[config.mk]
export PLATFORM = sky130hd
export DESIGN_NAME = rx78_io_port
export DESIGN_NICKNAME = d
export VERILOG_FILES = /design/src/rtl/rx78_io_port_pkg.sv /design/src/rtl/rx78_sync_edge.sv /design/src/rtl/rx78_io_port.sv
export SDC_FILE = /design/constraint.sdc
export NUM_CORES = 1
export LEC_CHECK = 0
export CORE_ASPECT_RATIO = 0.8
export CORE_MARGIN = 2
export CORE_UTILIZATION = 41
export CTS_BUF_LIST = sky130_fd_sc_hd__clkbuf_16
export CTS_CLUSTER_DIAMETER = 100
export DETAILED_ROUTE_END_ITERATION = 10
export GPL_ROUTABILITY_DRIVEN = 0
export PLACE_DENSITY = 0.72
export SLEW_MARGIN = 25
export SYNTH_ARGS = -nofsm -noshare
export SYNTH_HDL_FRONTEND = slang
export SYNTH_SLANG_ARGS = --single-unit
export TNS_END_PERCENT = 10
[constraint.sdc]
create_clock -name clk -period 2.9 [get_ports clk]
set_input_delay 0.29 -clock clk [delete_from_list [all_inputs] [get_ports clk]]
set_output_delay 0.29 -clock clk [all_outputs]
set_load 0.02 [all_outputs]
[src/rtl/rx78_io_port_pkg.sv]
// Shared definitions for the RX-78 I/O-space responder: port addresses,
// decoded port selector and the address decode helper.
package rx78_io_port_pkg;

   localparam logic [7:0] PORT_RBANK  = 8'hF1;
   localparam logic [7:0] PORT_WBANK  = 8'hF2;
   localparam logic [7:0] PORT_KBD    = 8'hF4;
   localparam logic [7:0] PORT_PAL0   = 8'hF5;
   localparam logic [7:0] PORT_INTC   = 8'hFD;
   localparam logic [7:0] PORT_BGMASK = 8'hFE;

   // Bits of the interrupt-control register as seen on reads and writes
   localparam int INTC_EN_BIT    = 0;
   localparam int INTC_CLEAR_BIT = 1;

   typedef enum logic [2:0] {
      SEL_NONE,
      SEL_RBANK,
      SEL_WBANK,
      SEL_KBD,
      SEL_PAL,
      SEL_INTC,
      SEL_BGMASK
   } port_sel_e;

   // Fixed ports take precedence; the palette window covers PORT_PAL0 upwards.
   function automatic port_sel_e decode_port(input logic [7:0] addr, input int pal_regs);
      port_sel_e sel;
      case (addr)
         PORT_RBANK:  sel = SEL_RBANK;
         PORT_WBANK:  sel = SEL_WBANK;
         PORT_KBD:    sel = SEL_KBD;
         PORT_INTC:   sel = SEL_INTC;
         PORT_BGMASK: sel = SEL_BGMASK;
         default:     sel = SEL_NONE;
      endcase
      if (sel == SEL_NONE && int'(addr) >= int'(PORT_PAL0) &&
          int'(addr) < int'(PORT_PAL0) + pal_regs)
         sel = SEL_PAL;
      return sel;
   endfunction

endpackage

[src/rtl/rx78_sync_edge.sv]
// Two-flop synchroniser with a rising-edge pulse on the synchronised output.
// The edge flop is left unconnected (and trimmed) where only the level is needed.
module rx78_sync_edge #(
   parameter int WIDTH = 1
) (
   input  logic             clk,
   input  logic             reset,
   input  logic [WIDTH-1:0] d,
   output logic [WIDTH-1:0] q,
   output logic [WIDTH-1:0] rise
);

   logic [WIDTH-1:0] meta;
   logic [WIDTH-1:0] sync;
   logic [WIDTH-1:0] prev;

   // NOTE: sequential state uses non-blocking assignments so every flop samples pre-edge values.
   always_ff @(posedge clk or posedge reset) begin
      if (reset) begin
         meta <= '0;
         sync <= '0;
         prev <= '0;
      end else begin
         meta <= d;
         sync <= meta;
         prev <= sync;
      end
   end

   assign q    = sync;
   assign rise = sync & ~prev;

endmodule

[src/rtl/rx78_io_port.sv]
// Z80 I/O-space responder for the RX-78: bank, keyboard, palette, background and
// interrupt-control registers, vblank interrupt and interrupt-acknowledge vector.
module rx78_io_port
   import rx78_io_port_pkg::*;
#(
   parameter logic [7:0] INT_VECTOR = 8'hFF,
   parameter int         PAL_REGS   = 6
) (
   input  logic                  clk,
   input  logic                  reset,
   input  logic                  iorq_n,
   input  logic                  m1_n,
   input  logic                  rd_n,
   input  logic                  wr_n,
   input  logic [7:0]            addr,
   input  logic [7:0]            din,
   output logic [7:0]            dout,
   input  logic                  vb,
   output logic                  int_n,
   output logic [7:0]            vram_rbank,
   output logic [7:0]            vram_wbank,
   output logic [3:0]            kbd_strobe,
   input  logic [7:0]            kbd_cols,
   output logic [8*PAL_REGS-1:0] pal,
   output logic [7:0]            bg_mask
);

   logic      io_wr;
   logic      io_rd;
   logic      io_ack;
   logic      wr_seen;
   logic      ack_seen;
   logic      wr_start;
   logic      ack_start;
   port_sel_e sel;

   logic [7:0] pal_q [PAL_REGS];
   logic       int_en;
   logic       int_pend;

   logic [7:0] kbd_sync;
   logic [7:0] kbd_rise_unused;
   logic       vb_level_unused;
   logic       vb_rise;

   assign io_wr  = ~iorq_n & ~wr_n & m1_n;
   assign io_rd  = ~iorq_n & ~rd_n & m1_n;
   assign io_ack = ~iorq_n & ~m1_n;

   assign wr_start  = io_wr  & ~wr_seen;
   assign ack_start = io_ack & ~ack_seen;

   assign sel = decode_port(addr, PAL_REGS);

   rx78_sync_edge #(.WIDTH(1)) u_vb_sync (
      .clk   (clk),
      .reset (reset),
      .d     (vb),
      .q     (vb_level_unused),
      .rise  (vb_rise)
   );

   rx78_sync_edge #(.WIDTH(8)) u_kbd_sync (
      .clk   (clk),
      .reset (reset),
      .d     (kbd_cols),
      .q     (kbd_sync),
      .rise  (kbd_rise_unused)
   );

   // NOTE: the strobe trackers come out of reset as "already seen" so a write or ack
   // still held across reset release is not treated as a fresh cycle.
   always_ff @(posedge clk or posedge reset) begin
      if (reset) begin
         wr_seen  <= 1'b1;
         ack_seen <= 1'b1;
      end else begin
         wr_seen  <= io_wr;
         ack_seen <= io_ack;
      end
   end

   // NOTE: the palette is a handful of flops, not a RAM, so it is reset like any register.
   always_ff @(posedge clk or posedge reset) begin
      if (reset) begin
         vram_rbank <= '0;
         vram_wbank <= '0;
         kbd_strobe <= '0;
         bg_mask    <= '0;
         int_en     <= 1'b0;
         for (int k = 0; k < PAL_REGS; k++)
            pal_q[k] <= '0;
      end else if (wr_start) begin
         case (sel)
            SEL_RBANK:  vram_rbank <= din;
            SEL_WBANK:  vram_wbank <= din;
            SEL_KBD:    kbd_strobe <= din[3:0];
            SEL_BGMASK: bg_mask    <= din;
            SEL_INTC:   int_en     <= din[INTC_EN_BIT];
            SEL_PAL: begin
               for (int k = 0; k < PAL_REGS; k++)
                  if (int'(addr) == int'(PORT_PAL0) + k)
                     pal_q[k] <= din;
            end
            default: ;
         endcase
      end
   end

   // A new vblank request outranks any clear arriving in the same clk.
   always_ff @(posedge clk or posedge reset) begin
      if (reset) begin
         int_pend <= 1'b0;
         int_n    <= 1'b1;
      end else begin
         if (vb_rise)
            int_pend <= 1'b1;
         else if (ack_start)
            int_pend <= 1'b0;
         else if (wr_start && sel == SEL_INTC && din[INTC_CLEAR_BIT])
            int_pend <= 1'b0;
         int_n <= ~(int_pend & int_en);
      end
   end

   for (genvar g = 0; g < PAL_REGS; g++) begin : g_pal
      assign pal[8*g +: 8] = pal_q[g];
   end

   // NOTE: every combinational output gets a default first so no latch is inferred.
   always_comb begin
      dout = '0;
      if (io_ack) begin
         dout = INT_VECTOR;
      end else if (io_rd) begin
         case (sel)
            SEL_RBANK:  dout = vram_rbank;
            SEL_WBANK:  dout = vram_wbank;
            SEL_KBD:    dout = kbd_sync;
            SEL_BGMASK: dout = bg_mask;
            SEL_INTC:   dout = {6'b0, int_pend, int_en};
            SEL_PAL: begin
               for (int k = 0; k < PAL_REGS; k++)
                  if (int'(addr) == int'(PORT_PAL0) + k)
                     dout = pal_q[k];
            end
            default:    dout = '0;
         endcase
      end
   end

endmodule

-- Word-level counts from Yosys, hierarchy flattened
Cells that the tools add are included.
- word-level logic and storage cells: 87
- bits of input ports: 31
- bits in registers: 100
- output and inout port bits: 85
- bitwise operators: 17
- mux-type cells: 14
- order comparisons: 2
- reduce and logical (&&, ||, !) cells: 17
- equal/unequal tests: 17
- operator list (kind ; count):
    8-bit 2-to-1 mux ; 8
    8-bit case mux with 6 select lines ; 1
    8-bit == test, second input constant ; 5
    8-bit by 4-bit == test with 1-bit output, second input constant ; 3
    8-bit by 5-bit == test with 1-bit output, second input constant ; 3
    3-bit AND reduction ; 6
    3-bit case mux with 5 select lines ; 1
    2-bit AND reduction ; 5
    1-bit AND ; 9
    3-bit == test, second input constant ; 3
    8-bit >= comparator, second input constant ; 1
    8-bit less-than comparator, second input constant ; 1
    1-bit NOT ; 8
    3-bit by 2-bit == test with 1-bit output, second input constant ; 2
    1-bit logical AND ; 4
    3-bit by 1-bit == test with 1-bit output, second input constant ; 1
    3-bit logical NOT ; 1
    1-bit 2-to-1 mux ; 3
    3-bit 2-to-1 mux ; 1
    3-bit nonzero test ; 1

-- Longest topological paths before layout
Gate-level depths: netlist (run 1).
- word-level depth: 12
- gate-level depth with buffers: 8
- mapped depth without buffers: 5

-- Hierarchy
From an unflattened synthesis (run 1), not the netlist that was laid out.
- cells, all modules: 355
- area, all modules: 4804.6 um^2
- modules (own cells, without submodules) (module ; cells an instance ; area each (um^2) ; sequential area each (um^2) ; times used):
    rx78_io_port ; 317 ; 3997.6 ; 2030.7 ; 1
    rx78_sync_edge at u_kbd_sync ; 33 ; 714.4 ; 600.6 ; 1
    rx78_sync_edge at u_vb_sync ; 5 ; 92.6 ; 75.1 ; 1

-- Least setup slack after synthesis (run 1)
No wires, ideal clock.
- path type: input port to output port
- start: input addr[3]
- end: output dout[6]
- required time: 2610 ps
- arrival: 1875 ps
- path slack: 735 ps
- stages on the path: 8
- cells stage by stage: clkbuf_1 > and3b_1 > buf_2 > buf_1 > a21oi_1 > o221ai_1 > o311ai_0 > a21oi_1
- longest elaborated chain between the ends: 10
- RTL lines (what ; line ; source):
    from (decl) ; rx78_io_port.sv:15 ; input logic [7:0] addr,
    8-bit == test or 8-bit by 5-bit == test with 1-bit output (tied branches) ; rx78_io_port_pkg.sv:29, rx78_io_port.sv:144 ;
    3-bit case mux with 5 select lines or 8-bit 2-to-1 mux (tied branches) ; rx78_io_port_pkg.sv:29, rx78_io_port.sv:144 ;
    3-bit logical NOT or 8-bit 2-to-1 mux (tied branches) ; rx78_io_port_pkg.sv:37, rx78_io_port.sv:144 ;
    1-bit logical AND or 8-bit 2-to-1 mux (tied branches) (2 in series) ; rx78_io_port_pkg.sv:37, rx78_io_port.sv:144 ;
    3-bit 2-to-1 mux or 8-bit 2-to-1 mux (tied branches) ; rx78_io_port_pkg.sv:37, rx78_io_port.sv:144 ;
    3-bit == test (tied with other cells) ; rx78_io_port.sv:136 ; case (sel)
    8-bit case mux with 6 select lines (*) ; rx78_io_port.sv:136 ;
    8-bit 2-to-1 mux (*) ; rx78_io_port.sv:135 ; end else if (io_rd) begin
    8-bit 2-to-1 mux (*) ; rx78_io_port.sv:133 ; if (io_ack) begin
    to (decl) ; rx78_io_port.sv:17 ; output logic [7:0] dout,
Mark *: on every way between the ends. The rest lies on a longest branch, timed or not.

-- Final worst setup path (run 1)
- start: input addr[3]
- end: output dout[4]
Same word-level chain as after synthesis.

==> impl_metrics.env, run 1 <==
export IMPL_crit_cells=8
export IMPL_cts_buffers=9
export IMPL_synth_area_leaders="dfrtp_1 (54%), mux2_2 (19%), a22oi_1 (3.6%)"
export IMPL_dominantRegCellSynth="dfrtp_1"
export IMPL_p_per_area_nw_per_um2=459
export IMPL_fin_crit_ns=2.84
export IMPL_clock_latency_ns=0.34
export IMPL_grt_pass1_wl_um=20200
export IMPL_fin_crit_sh_pct=97.9
export IMPL_worstPathRequired_ns=2.61
export IMPL_io_pins=116
export IMPL_core_area_um2=10800
export IMPL_drc_errors=0
export IMPL_ant_nets=0
export IMPL_yosysMostFrequentCell="dfrtp_1"
export IMPL_clock_skew_ns=0.00969
export IMPL_startpoint_type="primary input"
export IMPL_utilization_pct=58.7
export IMPL_overflow=0
export IMPL_maxSlewViolCount=0
export IMPL_cts_buffer_depth=2
export IMPL_fp_dieH_um=98.1
export IMPL_area_growth_syn_to_layout_pct=39.8
export IMPL_ir_drop_uv=270
export IMPL_setup_ws_ns=0.0603
export IMPL_fp_dieW_um=122
export IMPL_avgSynthCellArea_um2=12.8
export IMPL_yosysTopAreaCellShare_pct=53.5
export IMPL_synthCells=355
export IMPL_antenna_found_initial=0
export IMPL_ys_types=45
export IMPL_start_util_pct=42.0
export IMPL_worst_pin_slew_ns=0.621
export IMPL_grt_max_degree=101
export IMPL_crit_family="buffers and inverters"
export IMPL_dp_cells=620
export IMPL_path_cells="clkdlybuf4s50_1 > nor2b_4 > buf_12 > a22oi_1 > o22a_1 > a221o_1 > a21oi_1 > dlygate4sd2_1"
export IMPL_hp_class="reg2reg"
export IMPL_relSlewSlack_pct=58.3
export IMPL_holdWs_ns=0.350
export IMPL_stdcell_count=636
export IMPL_root_buffer="clkbuf_16"
export IMPL_reg2reg_to="pal[32]"
export IMPL_die_area_um2=11900
export IMPL_wl_met1_um=5670
export IMPL_crit_path_end_kind="primary output"
export IMPL_outcome="finished, final reports clean"
export IMPL_clkSlewWorstSetupHoldPaths_ns=0.07
export IMPL_synth_edf_count=0
export IMPL_syn_nets=386
export IMPL_crit_path_max_fanout=23
export IMPL_cp_num_buf_inv=3
export IMPL_wl_met3_um=965
export IMPL_ys_ff_latch=100
export IMPL_drt_iter0_drc=245
export IMPL_synth_seq_area_share_pct=55.3
export IMPL_htreeDepth=3
export IMPL_num_rows=34
export IMPL_antenna_cells=0
export IMPL_drive_gt1_share_pct=29.5
export IMPL_cp_startpoint="addr[3]"
export IMPL_vias=3619
export IMPL_max_stage_delay_ns=0.64
export IMPL_hpwl_um=9170
export IMPL_routed_wl_um=12700
export IMPL_grt_pass1_vias=3746
export IMPL_tns_ns=0
export IMPL_hp_start="u_kbd_sync.meta[0]"
export IMPL_whs_endpoint="u_kbd_sync.q[0]"
export IMPL_pre_cts_slack_ns=-0.227
export IMPL_yosysWarnings=0
export IMPL_drv_cap=0
export IMPL_synth_largest_area_cell="dfrtp_1"
export IMPL_finalNetCount=518
export IMPL_top_layer="met4"
export IMPL_clock_sinks=100
export IMPL_cts_tree="yes"
export IMPL_rr_worst_depth=4
export IMPL_final_setup_viol_count=0
export IMPL_place_area_um2=6060
export IMPL_max_freq_mhz=352
export IMPL_dr_pass1_iters=5
export IMPL_min_path_cells=0
export IMPL_hold_violations=0
export IMPL_wl_met2_um=5820
export IMPL_io_buffers=115
export IMPL_power_total_mw=2.91
export IMPL_slowest_stage="clkdlybuf4s50_1"
export IMPL_reg2reg_slack_ns=1.24
export IMPL_synthTopCellsByCount="dfrtp_1 (97), mux2_2 (77), a21oi_1 (23), a22oi_1 (22), o22ai_1 (16)"
export IMPL_vias_per_cell=5.69
export IMPL_track_usage_pct=22.2
export IMPL_worst_ep_arrival_time_ns=2.55
export IMPL_wl_per_cell_um=20.0
export IMPL_syn_area_um2=4530
export IMPL_synthArstFlopShare_pct=100
export IMPL_worstSetupPathType="in2out"
export IMPL_leakagePower_nw=2.87
export IMPL_stdcell_area_um2=6340
export IMPL_r2r_start="wr_seen"
==> layer usage <==
metal | vias up | global-route usage, %
li1 | 1611 | -
met3 | 23 | 6.02
met1 | 1815 | 31.2
met2 | 170 | 33.6
met5 | - | 0
met4 | 0 | 7.07
==> power breakdown <==
group          internal, mW  switching (mW)  total [mW]
Combinational         0.134           0.163       0.298
Sequential             1.43          0.0195        1.45
Clock                 0.665           0.503        1.17
Total                  2.23           0.686        2.91
==> logic make-up after synthesis <==
| kind of cell | count (synthesis) | synth area share, % |
|---|---|---|
| mux | 84 | 20.9 |
| buf+inv | 28 | 2.43 |
| flops | 100 | 55.3 |
| compound gates | 86 | 13.2 |
| simple gates | 57 | 8.28 |
==> state kept, by name, indices dropped and copies added, names as in the netlist <==
name	cells
wr_seen	1
kbd_strobe	4
u_vb_sync.prev	1
int_en	1
int_n	1
vram_rbank	8
u_kbd_sync.meta	8
u_vb_sync.q	1
vram_wbank	8
u_kbd_sync.q	8
pal	48
u_vb_sync.meta	1
bg_mask	8
int_pend	1
ack_seen	1
==> worst max-delay path by stage <==
stage | to | slack (ns)
after floorplan | dout[6] | 0.74
after global placement | dout[3] | -0.15
after detailed placement | dout[5] | -0.23
after CTS | dout[5] | 0.04
after global routing | dout[0] | -0.02
final | dout[4] | 0.06
==> cell usage in the layout (no fill, tap or decap), types with 2 or more instances in the layout <==
cell,n
clkdlybuf4s50_1,107
o22ai_1,16
dlygate4sd2_1,7
nand2_4,4
buf_4,27
or2_2,2
a221o_1,7
nor2_1,8
nand2_2,3
dfstp_2,3
mux2_2,77
nor3_1,4
nor3b_1,2
a22oi_1,22
a31oi_1,2
inv_1,3
clkinv_2,3
o22a_1,6
mux2_1,7
nand3_1,8
nand2_1,5
dfrtp_1,97
clkbuf_16,9
nor2b_1,3
buf_12,4
a21oi_1,23
nand2b_1,4
nand3_2,2
==> cell type report <==
type                    count  area, um^2
flip-flops and latches    100        2510
inverters                   3        15.0
repair buffers            146        1420
clock buffers               9         225
multi-input cells         227        1930
well taps                 144         180
fillers                   900        4470
clock inverters             7        66.3
==> repair_timing <==
action	in CTS	in global routing
endpoints found under the setup margin	8	8
gates resized for setup	8	4
setup buffers	0	0
hold buffers	0	0
Note: power is estimated with default switching activity, not from simulation.
==> inputs of run 2 (changes only) <==
Settings changed: HOLD_SLACK_MARGIN set to 0.05.
==> results of run 2 <==
Final layout, timing and power as in run 1 (identical DEF).
==> inputs of run 3 (changes only) <==
Settings changed: CORE_MARGIN 2 to not set.
==> impl_metrics.env, run 3 (synthesis results as in run 1) <==
export IMPL_crit_path_max_fanout=19
export IMPL_clkSlewWorstSetupHoldPaths_ns=0.07
export IMPL_wl_per_cell_um=19.6
export IMPL_drc_errors=0
export IMPL_crit_path_end_kind="primary output"
export IMPL_root_buffer="clkbuf_16"
export IMPL_relSlewSlack_pct=45.5
export IMPL_grt_pass1_wl_um=19500
export IMPL_io_pins=116
export IMPL_gr_usage_met1_pct=31.3
export IMPL_fp_dieH_um=96.1
export IMPL_outcome="finished, final reports clean"
export IMPL_fin_crit_ns=2.77
export IMPL_routed_wl_um=12300
export IMPL_cp_startpoint="addr[3]"
export IMPL_hp_class="reg2reg"
export IMPL_clock_skew_ns=0.0108
export IMPL_stdcell_count=631
export IMPL_io_buffers=115
export IMPL_leakagePower_nw=2.86
export IMPL_cts_hold_buf=0
export IMPL_worst_pin_slew_ns=0.817
export IMPL_vias=3531
export IMPL_maxSlewViolCount=0
export IMPL_grt_pass1_vias=3677
export IMPL_post_cts_setup_buffer_count=0
export IMPL_power_total_mw=2.94
export IMPL_layout_common_cells="clkdlybuf4s50_1 (107), dfrtp_1 (97), mux2_2 (77)"
export IMPL_cts_buffers=9
export IMPL_antenna_cells=0
export IMPL_max_freq_mhz=360
export IMPL_die_area_um2=11500
export IMPL_drt_iter0_drc=192
export IMPL_place_area_um2=6040
export IMPL_r2r_start="wr_seen"
export IMPL_core_area_um2=10500
export IMPL_worstPathRequired_ns=2.61
export IMPL_htreeDepth=3
export IMPL_use_met2_pct=35.7
export IMPL_stdcell_area_um2=6330
export IMPL_drv_cap=0
export IMPL_clock_sinks=100
export IMPL_clock_latency_ns=0.36
export IMPL_drive_gt1_share_pct=29.1
export IMPL_finalNetCount=517
export IMPL_area_growth_syn_to_layout_pct=39.7
export IMPL_num_rows=33
export IMPL_overflow=0
export IMPL_start_util_pct=43.2
export IMPL_dr_pass1_iters=4
export IMPL_setup_ws_ns=0.126
export IMPL_globalRouteMet3Util_pct=5.92
export IMPL_startpoint_type="primary input"
export IMPL_fp_dieW_um=120
export IMPL_cts_buffer_depth=2
export IMPL_final_setup_viol_count=0
export IMPL_largest_register_ffs=48
export IMPL_rsz0062_at_grt="false"
export IMPL_worst_ep_arrival_time_ns=2.48
export IMPL_hp_start="u_kbd_sync.meta[7]"
export IMPL_nFillCells=841
export IMPL_tns_ns=0
export IMPL_worstSetupPathType="in2out"
export IMPL_fin_crit_sh_pct=95.7
export IMPL_ant_nets=0
export IMPL_vias_per_cell=5.60
export IMPL_cts_tree="yes"
export IMPL_dp_cells=615
export IMPL_hpwl_um=9120
export IMPL_pre_cts_slack_ns=-0.138
export IMPL_grt_max_degree=68
export IMPL_p_per_area_nw_per_um2=464
export IMPL_hold_violations=0
export IMPL_layout_commonest_cell="clkdlybuf4s50_1"
export IMPL_track_usage_pct=22.9
export IMPL_top_usage_layer="met2"
export IMPL_antenna_found_initial=0
export IMPL_ir_drop_uv=319
## run 3: power by group
part / internal, mW / leakage [nW] / switching (mW) / total (mW)
Clock: 0.671 / 0.144 / 0.525 / 1.20
Combinational: 0.133 / 1.38 / 0.160 / 0.293
Sequential: 1.43 / 1.34 / 0.0199 / 1.45
## run 3: timing repair
item / 4_1_cts / 5_1_grt
setup endpoints to repair: 8 / 1
resized for setup: 8 / 1
gates cloned: 0 / 0
## run 3: layout make-up
class,count,area (um^2),share of cell area [%]
Timing Repair Buffer,145,1420,22.4
Inverter,3,15.0,0.237
Clock buffer,9,225,3.56
Multi-Input combinational cell,227,1920,30.3
Clock inverter,7,72.6,1.15
Sequential cell,100,2510,39.6
Tap cell,140,175,2.77
## run 3: critical path, stage by stage
cell and delay (ns):
clkdlybuf4s50_1 0.57, nor2b_2 0.27, buf_12 0.18, a22oi_1 0.09, o22a_1 0.19, a221o_1 0.32, a21oi_1 0.21, dlygate4sd2_1 0.36
## run 3: worst paths after layout
kind | to | slack (ns) | depth (start not counted)
max | dout[5] | 0.13 | 8
min | u_kbd_sync.q[7] | 0.35 | 0
max in group asynchronous | int_pend | 1.79 | 3
min in group asynchronous | pal[26] | 0.40 | 3
min reg2reg | u_kbd_sync.q[7] | 0.35 | 0
max reg2reg | pal[11] | 1.29 | 4
## run 3: per-layer routing
metal  wire length, um  vias to the layer above
met5                 0                        -
met4               184                        0
met3               809                       18
met2              5560                      139
met1              5790                     1779
li1                  -                     1595
## run 3: through the flow
step,hold WS (ns),utilization (%)
CTS,0.351,60.4
finish,0.350,60.4
global route,0.352,60.4
detailed placement,0.336,57.6
global placement,0.335,57.6
floorplan,0.321,-
